File: src/rtl/dp_patgen_pkg.sv
// Shared definitions for the pixel-pattern source: pattern mode encodings
// and the stall LFSR seed, taps and step function.
package dp_patgen_pkg;

    typedef enum logic [1:0] {
        PAT_LCG   = 2'd0,
        PAT_RAMP  = 2'd1,
        PAT_BARS  = 2'd2,
        PAT_SOLID = 2'd3
    } pat_mode_e;

    localparam logic [15:0] LFSR_SEED = 16'hACE1;
    // Fibonacci taps 16,14,13,11 expressed as bit positions 15,13,12,10.
    localparam logic [15:0] LFSR_TAPS = 16'hB400;

    function automatic logic [15:0] lfsr_step(input logic [15:0] s);
        return {s[14:0], ^(s & LFSR_TAPS)};
    endfunction

endpackage

File: src/rtl/dp_lcg_chain.sv
// Combinational NPIX-step LCG: emits one pixel per step from the low bits of
// each state and returns the state after the last step (32-bit wrap).
module dp_lcg_chain #(
    parameter int unsigned PIXW = 24,
    parameter int unsigned NPIX = 2,
    parameter logic [31:0] LCGA = 32'd1664525,
    parameter logic [31:0] LCGC = 32'd1013904223
) (
    input  logic [31:0]           state,
    output logic [NPIX*PIXW-1:0]  word,
    output logic [31:0]           next_state
);

    logic [31:0] s;

    // Unrolled chain: pixel k takes s_k, then s_(k+1) = LCGA*s_k + LCGC.
    always_comb begin
        s    = state;
        word = '0;
        for (int unsigned k = 0; k < NPIX; k++) begin
            word[k*PIXW +: PIXW] = PIXW'(s);
            s = s * LCGA + LCGC;
        end
        next_state = s;
    end

endmodule

File: src/rtl/dp_patgen.sv
// Pixel-pattern source standing in for the DMA pixel FIFO in front of the
// stuffer. Presents a FIFO-style read interface (dout/empty/rden) with a
// priming window after start, optional pseudo-random stalls and a sticky
// underflow flag.
module dp_patgen
    import dp_patgen_pkg::*;
#(
    parameter int unsigned PIXW  = 24,
    parameter int unsigned NPIX  = 2,
    parameter logic [31:0] LCGA  = 32'd1664525,
    parameter logic [31:0] LCGC  = 32'd1013904223,
    parameter int unsigned PRIME = 4
) (
    input  logic                  dpclk,
    input  logic                  reset,
    input  logic                  start,
    input  logic                  rden,
    input  logic [1:0]            mode,
    input  logic [15:0]           hact,
    input  logic [PIXW-1:0]       solid,
    input  logic                  stallen,
    output logic [NPIX*PIXW-1:0]  dout,
    output logic                  empty,
    output logic                  underflow
);

    localparam int unsigned W   = NPIX * PIXW;
    localparam int unsigned CW  = PIXW / 3;
    localparam int unsigned PCW = $clog2(PRIME + 2);

    logic [31:0]    lcg_q;
    logic [31:0]    lcg_next;
    logic [W-1:0]   lcg_word;
    logic [15:0]    x_q;
    logic [15:0]    x_next;
    logic [16:0]    x_sum;
    logic [15:0]    hact_eff;
    logic [PCW-1:0] prime_q;
    logic [15:0]    lfsr_q;
    logic           stall_q;
    logic           rd;
    logic [W-1:0]   pat_word;
    logic [16:0]    pos;
    logic [2:0]     bar;
    logic [PIXW-1:0] pix;

    dp_lcg_chain #(
        .PIXW (PIXW),
        .NPIX (NPIX),
        .LCGA (LCGA),
        .LCGC (LCGC)
    ) u_lcg (
        .state      (lcg_q),
        .word       (lcg_word),
        .next_state (lcg_next)
    );

    assign hact_eff = (hact == 16'd0) ? 16'(NPIX) : hact;
    assign x_sum    = {1'b0, x_q} + 17'(NPIX);
    assign x_next   = (x_sum >= {1'b0, hact_eff}) ? '0 : x_sum[15:0];

    assign empty = (prime_q != '0) | stall_q;
    assign rd    = rden & ~empty & ~start;

    // Pattern word for the current position; the LCG chain and x advance on
    // every read regardless of mode, so only this selection depends on mode.
    always_comb begin
        pat_word = '0;
        pos      = '0;
        bar      = '0;
        pix      = '0;
        for (int unsigned k = 0; k < NPIX; k++) begin
            pos = {1'b0, x_q} + 17'(k);
            bar = 3'({pos, 3'b000} / 20'(hact_eff));
            pix = '0;
            case (pat_mode_e'(mode))
                PAT_LCG:   pix = lcg_word[k*PIXW +: PIXW];
                PAT_RAMP:  begin
                    for (int unsigned i = 0; i < PIXW; i++) begin
                        pix[i] = pos[i % 16];
                    end
                end
                PAT_BARS:  begin
                    pix[2*CW +: CW] = {CW{bar[1]}};
                    pix[CW   +: CW] = {CW{bar[2]}};
                    pix[0    +: CW] = {CW{bar[0]}};
                end
                PAT_SOLID: pix = solid;
                default:   pix = '0;
            endcase
            pat_word[k*PIXW +: PIXW] = pix;
        end
    end

    // Frame state: start restarts the frame, reads advance it, reads while
    // empty only raise the sticky underflow flag.
    always_ff @(posedge dpclk or negedge reset) begin
        if (!reset) begin
            dout      <= '0;
            underflow <= 1'b0;
            lcg_q     <= '0;
            x_q       <= '0;
            prime_q   <= PCW'(PRIME);
        end else if (start) begin
            dout      <= '0;
            underflow <= 1'b0;
            lcg_q     <= '0;
            x_q       <= '0;
            prime_q   <= PCW'(PRIME);
        end else begin
            if (prime_q != '0) begin
                prime_q <= prime_q - 1'b1;
            end
            if (rd) begin
                dout  <= pat_word;
                lcg_q <= lcg_next;
                x_q   <= x_next;
            end else if (rden) begin
                underflow <= 1'b1;
            end
        end
    end

    // Stall generator: free-running LFSR, untouched by start.
    always_ff @(posedge dpclk or negedge reset) begin
        if (!reset) begin
            lfsr_q  <= LFSR_SEED;
            stall_q <= 1'b0;
        end else begin
            lfsr_q  <= lfsr_step(lfsr_q);
            stall_q <= stallen & (lfsr_q[2:0] == 3'b000);
        end
    end

endmodule

File: config.mk
export PLATFORM = sky130hd
export DESIGN_NAME = dp_patgen
export DESIGN_NICKNAME = d
export VERILOG_FILES = /design/src/rtl/dp_patgen_pkg.sv /design/src/rtl/dp_lcg_chain.sv /design/src/rtl/dp_patgen.sv
export SDC_FILE = /design/constraint.sdc
export NUM_CORES = 1
export LEC_CHECK = 0
export CORE_ASPECT_RATIO = 1.2
export CORE_MARGIN = 1
export CORE_UTILIZATION = 40
export CTS_CLUSTER_DIAMETER = 150
export CTS_CLUSTER_SIZE = 8
export DETAILED_ROUTE_END_ITERATION = 10
export RECOVER_POWER = 25
export SYNTH_ARGS = -nofsm -noshare
export SYNTH_HDL_FRONTEND = slang
export SYNTH_SLANG_ARGS = --single-unit
File: constraint.sdc
create_clock -name dpclk -period 45.6 [get_ports dpclk]
set_clock_uncertainty 0.15 [all_clocks]
set_input_delay 9.12 -clock dpclk [delete_from_list [all_inputs] [get_ports dpclk]]
set_output_delay 9.12 -clock dpclk [all_outputs]
set_load 0.02 [all_outputs]
==> run summary, run 1 <==
Pin count of the biggest net entering global routing = 66
Final Cycle Share = 96.4%
Crit start category = primary input
Seq cells post-synth = 107
Chip Width = 265 um
WL final = 113 mm
Core Rows = 115
Max Cap Viol = 3
Synth Instances = 4217
Synth Area in Simple Gates = 17.0%
Post-cts hold buffer count = 0
Ports = 97
Post-route ant nets = 0
Share of synthesized registers carrying an async set or reset = 100%
First-pass GRT wire length = 175 mm
Largest stage delay, worst path = 540 ps
Failing checks = capacitance limit, slew limit
Mux contribution to synthesized area = 5.37%
DR DRC count = 0
DP Wirelength = 88.9 mm
Post-route minimum period = 43950 ps
Initial antenna violation count = 0
CP max FO = 13
Max Fclk = 22.8 MHz
Cells on worst reg2reg path = 163
Slew Viols, Final = 143
Status = complete, but fails checks
Fillers = 7880
DR vias/cell = 5.56
Complex-gate fraction of the synthesized area = 22.5%
Cell area after synthesis = 0.0331 mm^2
Final net count = 5752
# setup viols final = 0
Die area = 0.0838 mm^2
Clk buf depth = 2
Final Hold Vio Count = 0
Buffers added on ports = 96
Synth Area in Adders = 31.7%
Critical Path AT = 44080 ps
Synth top area share = 22.5%
Worst Path Required = 45730 ps
Synth Warn # = 0
Top FF cell, synth = dfrtp_1
Per-cell routed wire length = 18.7 um
Sequential share of the synthesized area = 8.13%
Rel. slew slack = -156%
Clock latency on the worst-skew pair = 390 ps
CTS tree = built
Initial drt markers = 1590
Clock Sinks = 107
Routed via count = 33500
DP Area = 0.0403 mm^2
Area leader, netlist = ha_1
XOR/XNOR Fraction of Synth Area = 9.45%
Worst-Margin Slew = 3840 ps
Yosys cell types = 95
Root buffer cell = clkbuf_16
Starting Density = 40.4%
Total core area = 0.0819 mm^2
Mean Syn Cell Area = 7.84 um^2
Cell mode on critical path = ha_1
Clk slew on worst S/H paths = 90 ps
Die height = 317 um
Hold depth = 0
Worst path slowest cell = or4b_4
All-Layer GR Usage = 26.4%
Share of layout cells above drive strength 1 = 22.8%
Worst Setup Path Type = primary input to flop
Num CTS Buffers = 9
GRT overflow = 0
H-tree levels = 3
GPL Wtd Cong = 0.916
TritonRoute pass-1 iters = 5
Main combinational cell family by area after synthesis = adder cells
HP Class = flop to flop
Area grow syn2layout = 26.5%
Number of synthesized flops with an enable pin = 0
Top cells by area, synth = ha_1 (23%), fa_1 (9.2%), dfrtp_1 (7.4%)
Final Cell Area = 0.0418 mm^2
CP Capture Type = flop
Vias in the first global route = 32900
[path summary, 6_finish.rpt]
check                                            end  slack, ps                 start
worst min register to register  lfsr_q[15]$_DFF_PN1_        200  lfsr_q[14]$_DFF_PN0_
max in group asynchronous       lcg_q[8]$_DFFE_PN0P_      31410                 reset
worst min-delay path            lfsr_q[15]$_DFF_PN1_        200  lfsr_q[14]$_DFF_PN0_
min in group asynchronous       dout[23]$_DFFE_PN0P_       9290                 reset
worst max register to register   dout[2]$_DFFE_PN0P_      11480   x_q[15]$_DFFE_PN0P_
worst max-delay path             dout[2]$_DFFE_PN0P_       1650              hact[15]
[layout make-up]
type	instances	area [um^2]	share of cell area (%)
diodes	1	2.50	0.00598
clock buffers	9	225	0.538
clock inverters	7	78.8	0.188
inverters	387	1460	3.48
multi-input cells	3615	29500	70.5
flip-flops and latches	107	2690	6.43
well taps	1053	1320	3.15
repair buffers	838	6590	15.8
[layer usage]
metal | track usage [%] | vias up | part of all wire (%)
met5 | 0 | - | 0
met4 | 9.95 | 0 | 4.1
met3 | 2.28 | 227 | 3.7
met2 | 49.0 | 775 | 50
met1 | 31.3 | 15900 | 42
li1 | - | 16600 | -
[critical path: cells and delay by family]
family / cells / cell delay, ps
multiplexers: 8 / 2540
buffers and inverters: 19 / 3390
adder cells (fa/ha/maj): 19 / 5640
AND/OR/NAND/NOR: 45 / 8330
AO/OA/AOI/OAI: 81 / 14830
XOR/XNOR: 1 / 240
[cells in the mapped netlist, types with 98 or more instances]
cell	instances
a21o_1	120
a21oi_1	330
clkbuf_1	100
dfrtp_1	98
fa_1	152
ha_1	595
inv_1	384
mux2_2	120
nand2_1	371
nor2_1	302
o21ai_0	260
xnor2_1	264
[metrics by stage]
step / setup WS [ps] / util, % / std cells / setup TNS [ps] / hold WS (ps)
5_1_grt: -355 / 51.1 / 6016 / -4000 / 217
4_1_cts: 16.0 / 49.8 / 5975 / 0 / 209
3_3_place_gp: -522 / 49.3 / 5956 / -7900 / 182
6_report: 1650 / 51.1 / 6017 / 0 / 203
2_1_floorplan: 10.9 / - / 4224 / 0 / 181
3_5_place_dp: -1350 / 49.3 / 5956 / -15800 / 185
[placed cells by master (no fill, tap or decap), types with 12 or more instances in the layout]
master             n
a21oi_2           29
xor2_1            93
xnor2_1          263
nand4_1           27
nand2b_1          46
and3_1            44
or2_2             35
a31o_2            17
buf_4            730
o21ai_1           27
dfrtp_1           98
nand3_1           76
a31oi_1           40
o211ai_1          28
a211oi_1          38
fa_1             152
o21ai_0          233
a211oi_2          12
nand2_1          369
a21oi_1          300
mux2i_1           30
a21o_1           120
nor2_1           284
ha_1             585
clkdlybuf4s50_1   90
or3_1             26
o21bai_1          28
inv_1            377
o31ai_1           25
o21a_1            69
nor3_1            82
mux2_2           120
and2_1            24
nor2_2            15
nor2b_1           62
[registers in the layout, summed over array words and instances, names as in the netlist]
signal,cells
lcg_q,23
dout,48
stall_q,1
underflow,1
x_q,15
lfsr_q,16
prime_q,3
[cell families (layout without fill, tap and decap cells)]
kind of cell	count (synthesis)	in the layout
and+or+nand+nor	1179	1180
AOI/OAI and AO/OA	1163	1164
adders and majority gates	748	748
buffers and inverters	504	1241
xor gates and xnor gates	357	357
muxes	157	157
DFF	107	107
other	2	10
[repair_timing]
action	4_1_cts	5_1_grt
pin swaps	1	62
hold endpoints to repair	0	0
endpoints found under the setup margin	16	32
cloned	0	4
resized for setup	15	187
setup buffers	3	37
Power of run 1 is left out: the tool's default activity adds up to more than one toggle a clock period on the data nets, which glitch-free logic cannot reach.
==> run 2, diff against run 1 <==
==> constraint.sdc (replaced) <==
create_clock -name dpclk -period 45.6 [get_ports dpclk]
set_clock_uncertainty 0.15 [all_clocks]
set_input_delay 4.56 -clock dpclk [delete_from_list [all_inputs] [get_ports dpclk]]
set_output_delay 4.56 -clock dpclk [all_outputs]
set_load 0.02 [all_outputs]
==> run summary, run 2 (synthesis gave the netlist of run 1 again) <==
Crit start category = primary input
Buffers added on ports = 96
Clock latency on the worst-skew pair = 390 ps
Largest stage delay, worst path = 620 ps
Cell mode on critical path = ha_1
Core Rows = 115
Initial antenna violation count = 0
Final Hold Vio Count = 0
Area grow syn2layout = 12.9%
Total core area = 0.0819 mm^2
Routed via count = 31500
Critical Path AT = 43050 ps
Antenna cell count = 0
Clk buf depth = 2
Final net count = 5249
Ports = 97
Starting Density = 40.4%
Post-route minimum period = 42910 ps
Initial drt markers = 1815
RR Startpoint = x_q[15]$_DFFE_PN0P_
Core Util, Final = 45.6%
GRT overflow = 0
DR DRC count = 0
Die area = 0.0838 mm^2
Final TNS setup = 0 ps
Per-cell routed wire length = 19.2 um
Max Fclk = 23.3 MHz
CP Capture Type = flop
WHS = 206 ps
WL final = 106 mm
Worst path slowest cell = o22ai_1
Post-route ant nets = 0
First-pass GRT wire length = 169 mm
GPL Wtd Cong = 0.914
Worst-Margin Slew = 3810 ps
Post-cts hold buffer count = 0
Chip Width = 265 um
Clock Sinks = 107
Top reg by flops = dout
DP Cell Count = 5490
Failing checks = capacitance limit, slew limit
Most common cell after layout, fill and taps aside = ha_1
Origin of the worst min-delay path = lfsr_q[8]$_DFF_PN0_
Status = complete, but fails checks
Worst Path Required = 45740 ps
All-Layer GR Usage = 25.3%
Final std cells w/o fill = 5513
Share of layout cells above drive strength 1 = 11.5%
# setup viols final = 0
Slew Viols, Final = 143
Worst Setup Path Type = primary input to flop
Reg2reg setup slack = 8230 ps
Num CTS Buffers = 9
Die height = 317 um
Root buffer cell = clkbuf_16
Max Cap Viol = 3
DP Wirelength = 84.6 mm
Clk slew on worst S/H paths = 90 ps
CP max FO = 39
Rel. slew slack = -154%
H-tree levels = 3
Final Cycle Share = 94.1%
Vias in the first global route = 31300
Pin count of the biggest net entering global routing = 66
Registers with the most flip-flops = dout x48, lcg_q x23, lfsr_q x16
CTS tree = built
DR vias/cell = 5.72
HP Class = flop to flop
Max FFs per register = 48
TritonRoute pass-1 iters = 5
Commonest cells after routing, fill and taps aside = ha_1 (595), inv_1 (378), nand2_1 (371)
CP Launch Point = hact[9]
[run 2: changes by cell type in the layout (fill, tap and decap cells not counted), moves of 8 or more]
cell | before | now
o21ai_0 | 233 | 255
o21ai_1 | 27 | 12
o21ai_2 | 11 | 3
a21oi_2 | 29 | 3
nor2_2 | 15 | 3
a21oi_1 | 300 | 326
nor2_1 | 284 | 298
ha_1 | 585 | 595
buf_4 | 730 | 235
a31oi_1 | 40 | 49
[run 2: area by class of cell]
type | instances | area (um^2)
Fill cell | 8145 | 44500
Timing Repair Buffer | 337 | 2790
Tap cell | 1053 | 1320
Sequential cell | 107 | 2690
Clock buffer | 9 | 225
Clock inverter | 7 | 88.8
Inverter | 387 | 1450
Multi-Input combinational cell | 3613 | 28800
[run 2: layer usage]
layer	track usage [%]	vias to the layer above	share of wire, %
met5	0	-	0
met4	8.68	0	3.4
met3	1.92	190	4.1
met2	47.0	751	50
met1	30.5	15000	42
li1	-	15500	-
[run 2: worst max-delay path, delay by kind of cell]
family	cells	cell delay, ps
buffers and inverters	13	2870
adder cells (fa/ha/maj)	19	5890
AO/OA/AOI/OAI	81	17550
multiplexers	8	2710
AND/OR/NAND/NOR	43	9050
XOR/XNOR	2	250
[run 2: worst paths after layout]
| kind | to | depth (start not counted) |
|---|---|---|
| min reg2reg | lfsr_q[9]$_DFF_PN0_ | 0 |
| min | lfsr_q[9]$_DFF_PN0_ | 0 |
| max | dout[25]$_DFFE_PN0P_ | 166 |
| max in group asynchronous | dout[36]$_DFFE_PN0P_ | 2 |
| min in group asynchronous | dout[40]$_DFFE_PN0P_ | 1 |
| max reg2reg | dout[0]$_DFFE_PN0P_ | 170 |
[run 2: metrics by stage]
stage,cell area [um^2],worst slack (ps)
after global routing,37300,-71.7
after detailed placement,36700,-479
after CTS,37000,101
after floorplan,33100,1010
final,37300,2690
after global placement,36700,528
[run 2: repair_timing]
| action | in CTS | in global routing |
|---|---|---|
| endpoints found under the setup margin | 8 | 26 |
| setup buffers | 0 | 7 |
| resized for setup | 2 | 55 |
| pin swaps | 0 | 6 |
| gates cloned | 0 | 0 |
Power of run 2 is left out for the same reason.
==> run 3, diff against run 2 <==
==> constraint.sdc (replaced) <==
create_clock -name dpclk -period 45.6 [get_ports dpclk]
set_clock_uncertainty 0.15 [all_clocks]
set_input_delay 6.84 -clock dpclk [delete_from_list [all_inputs] [get_ports dpclk]]
set_output_delay 6.84 -clock dpclk [all_outputs]
set_load 0.02 [all_outputs]
==> run summary, run 3 (synthesis gave the netlist of run 1 again) <==
Final Hold Vio Count = 0
Root buffer cell = clkbuf_16
Max Fclk = 23.1 MHz
Total core area = 0.0819 mm^2
Starting Density = 40.4%
Post-cts hold buffer count = 0
Top reg by flops = dout
GPL Wtd Cong = 0.930
Share of layout cells above drive strength 1 = 13.1%
Rel. slew slack = -109%
WL final = 107 mm
CTS tree = built
Final TNS setup = 0 ps
Placement Setup Slack = -1450 ps
All-Layer GR Usage = 25.3%
Per-cell routed wire length = 19.2 um
Max FFs per register = 48
Worst-Margin Slew = 3140 ps
Clock Sinks = 107
Initial antenna violation count = 1
Final std cells w/o fill = 5565
Chip Width = 265 um
WHS = 203 ps
Worst Path Required = 45710 ps
Clock latency on the worst-skew pair = 390 ps
# setup viols final = 0
DP Cell Count = 5531
Vias in the first global route = 31400
Area of the multi-input gates = 0.0289 mm^2
First-pass GRT wire length = 168 mm
Registers with the most flip-flops = dout x48, lcg_q x23, lfsr_q x16
Core Rows = 115
H-tree levels = 3
Final Cycle Share = 95.1%
Status = complete, but fails checks
Slew Viols, Final = 56
Commonest cells after routing, fill and taps aside = ha_1 (595), inv_1 (377), nand2_1 (369)
Final net count = 5301
Sequential cell area = 0.00269 mm^2
Routed via count = 31600
DR DRC count = 0
Die area = 0.0838 mm^2
Area grow syn2layout = 14.3%
Max Cap Viol = 1
Antenna cell count = 0
Ports = 97
Die height = 317 um
DR vias/cell = 5.68
Buffers added on ports = 96
Initial drt markers = 1674
Post-route minimum period = 43360 ps
TritonRoute pass-1 iters = 5
Clk slew on worst S/H paths = 80 ps
Failing checks = capacitance limit, slew limit
GRT overflow = 0
DP Wirelength = 84.9 mm
Most common cell after layout, fill and taps aside = ha_1
Largest stage delay, worst path = 810 ps
Worst Setup Path Type = primary input to flop
Post-route ant nets = 0
HP Class = flop to flop
Worst path slowest cell = nor3b_1
CP max FO = 14
Crit start category = primary input
Cell mode on critical path = ha_1
Critical Path AT = 43470 ps
Clk buf depth = 2
Worst setup margin = 2240 ps
Num CTS Buffers = 9
Fillers = 8128
CP Capture Type = flop
Pin count of the biggest net entering global routing = 56
run 3: cell count changes in the layout (fill, tap and decap cells not counted), sizes merged, moves of 2 or more:
cell | before | now
buf | 241 | 295
clkbuf | 13 | 10
clkdlybuf4s50 | 88 | 91
clkinv | 6 | 8
dlygate4sd3 | 2 | 0
inv | 388 | 386
run 3: worst paths after layout:
kind	startpoint	endpoint	slack [ps]	cells after the start
max in group asynchronous	reset	dout[33]$_DFFE_PN0P_	35850	2
hold reg to reg	lfsr_q[8]$_DFF_PN0_	lfsr_q[9]$_DFF_PN0_	200	0
setup / recovery	hact[10]	dout[0]$_DFFE_PN0P_	2240	171
hold / removal	lfsr_q[8]$_DFF_PN0_	lfsr_q[9]$_DFF_PN0_	200	0
min in group asynchronous	reset	dout[16]$_DFFE_PN0P_	7350	1
setup reg to reg	x_q[15]$_DFFE_PN0P_	dout[0]$_DFFE_PN0P_	9770	166
run 3: metal layers:
layer,up-vias,routed length [um],track usage (%)
li1,15700,-,-
met3,193,3610,1.49
met4,0,3790,9.01
met1,15100,45700,30.3
met5,-,0,0
met2,694,53700,47.5
run 3: timing repair:
item,CTS,global route
resized for setup,5,86
endpoints found under the setup margin,8,30
gates cloned,0,1
pin swaps,1,15
hold endpoints to repair,0,0
buffers inserted,1,16
run 3: cell type report:
cell class | instances | area share, %
Inverter | 387 | 3.84
Tap cell | 1053 | 3.49
Clock inverter | 7 | 0.179
Clock buffer | 9 | 0.596
Timing Repair Buffer | 388 | 8.36
Multi-Input combinational cell | 3614 | 76.4
Sequential cell | 107 | 7.11
run 3: metrics by stage:
stage	util [%]	cell area (um^2)
after global placement	45.2	37000
after CTS	45.6	37300
after global routing	46.2	37800
after detailed placement	45.2	37000
final	46.2	37800
after floorplan	-	33100
run 3: critical path, delay by kind of cell:
family | cells | cell delay (ps)
xor+xnor | 1 | 150
buf+inv | 17 | 3110
fa+ha+maj | 19 | 5540
simple gates | 48 | 10280
mux | 5 | 1880
compound gates | 81 | 15580
Power of run 3 is left out for the same reason.
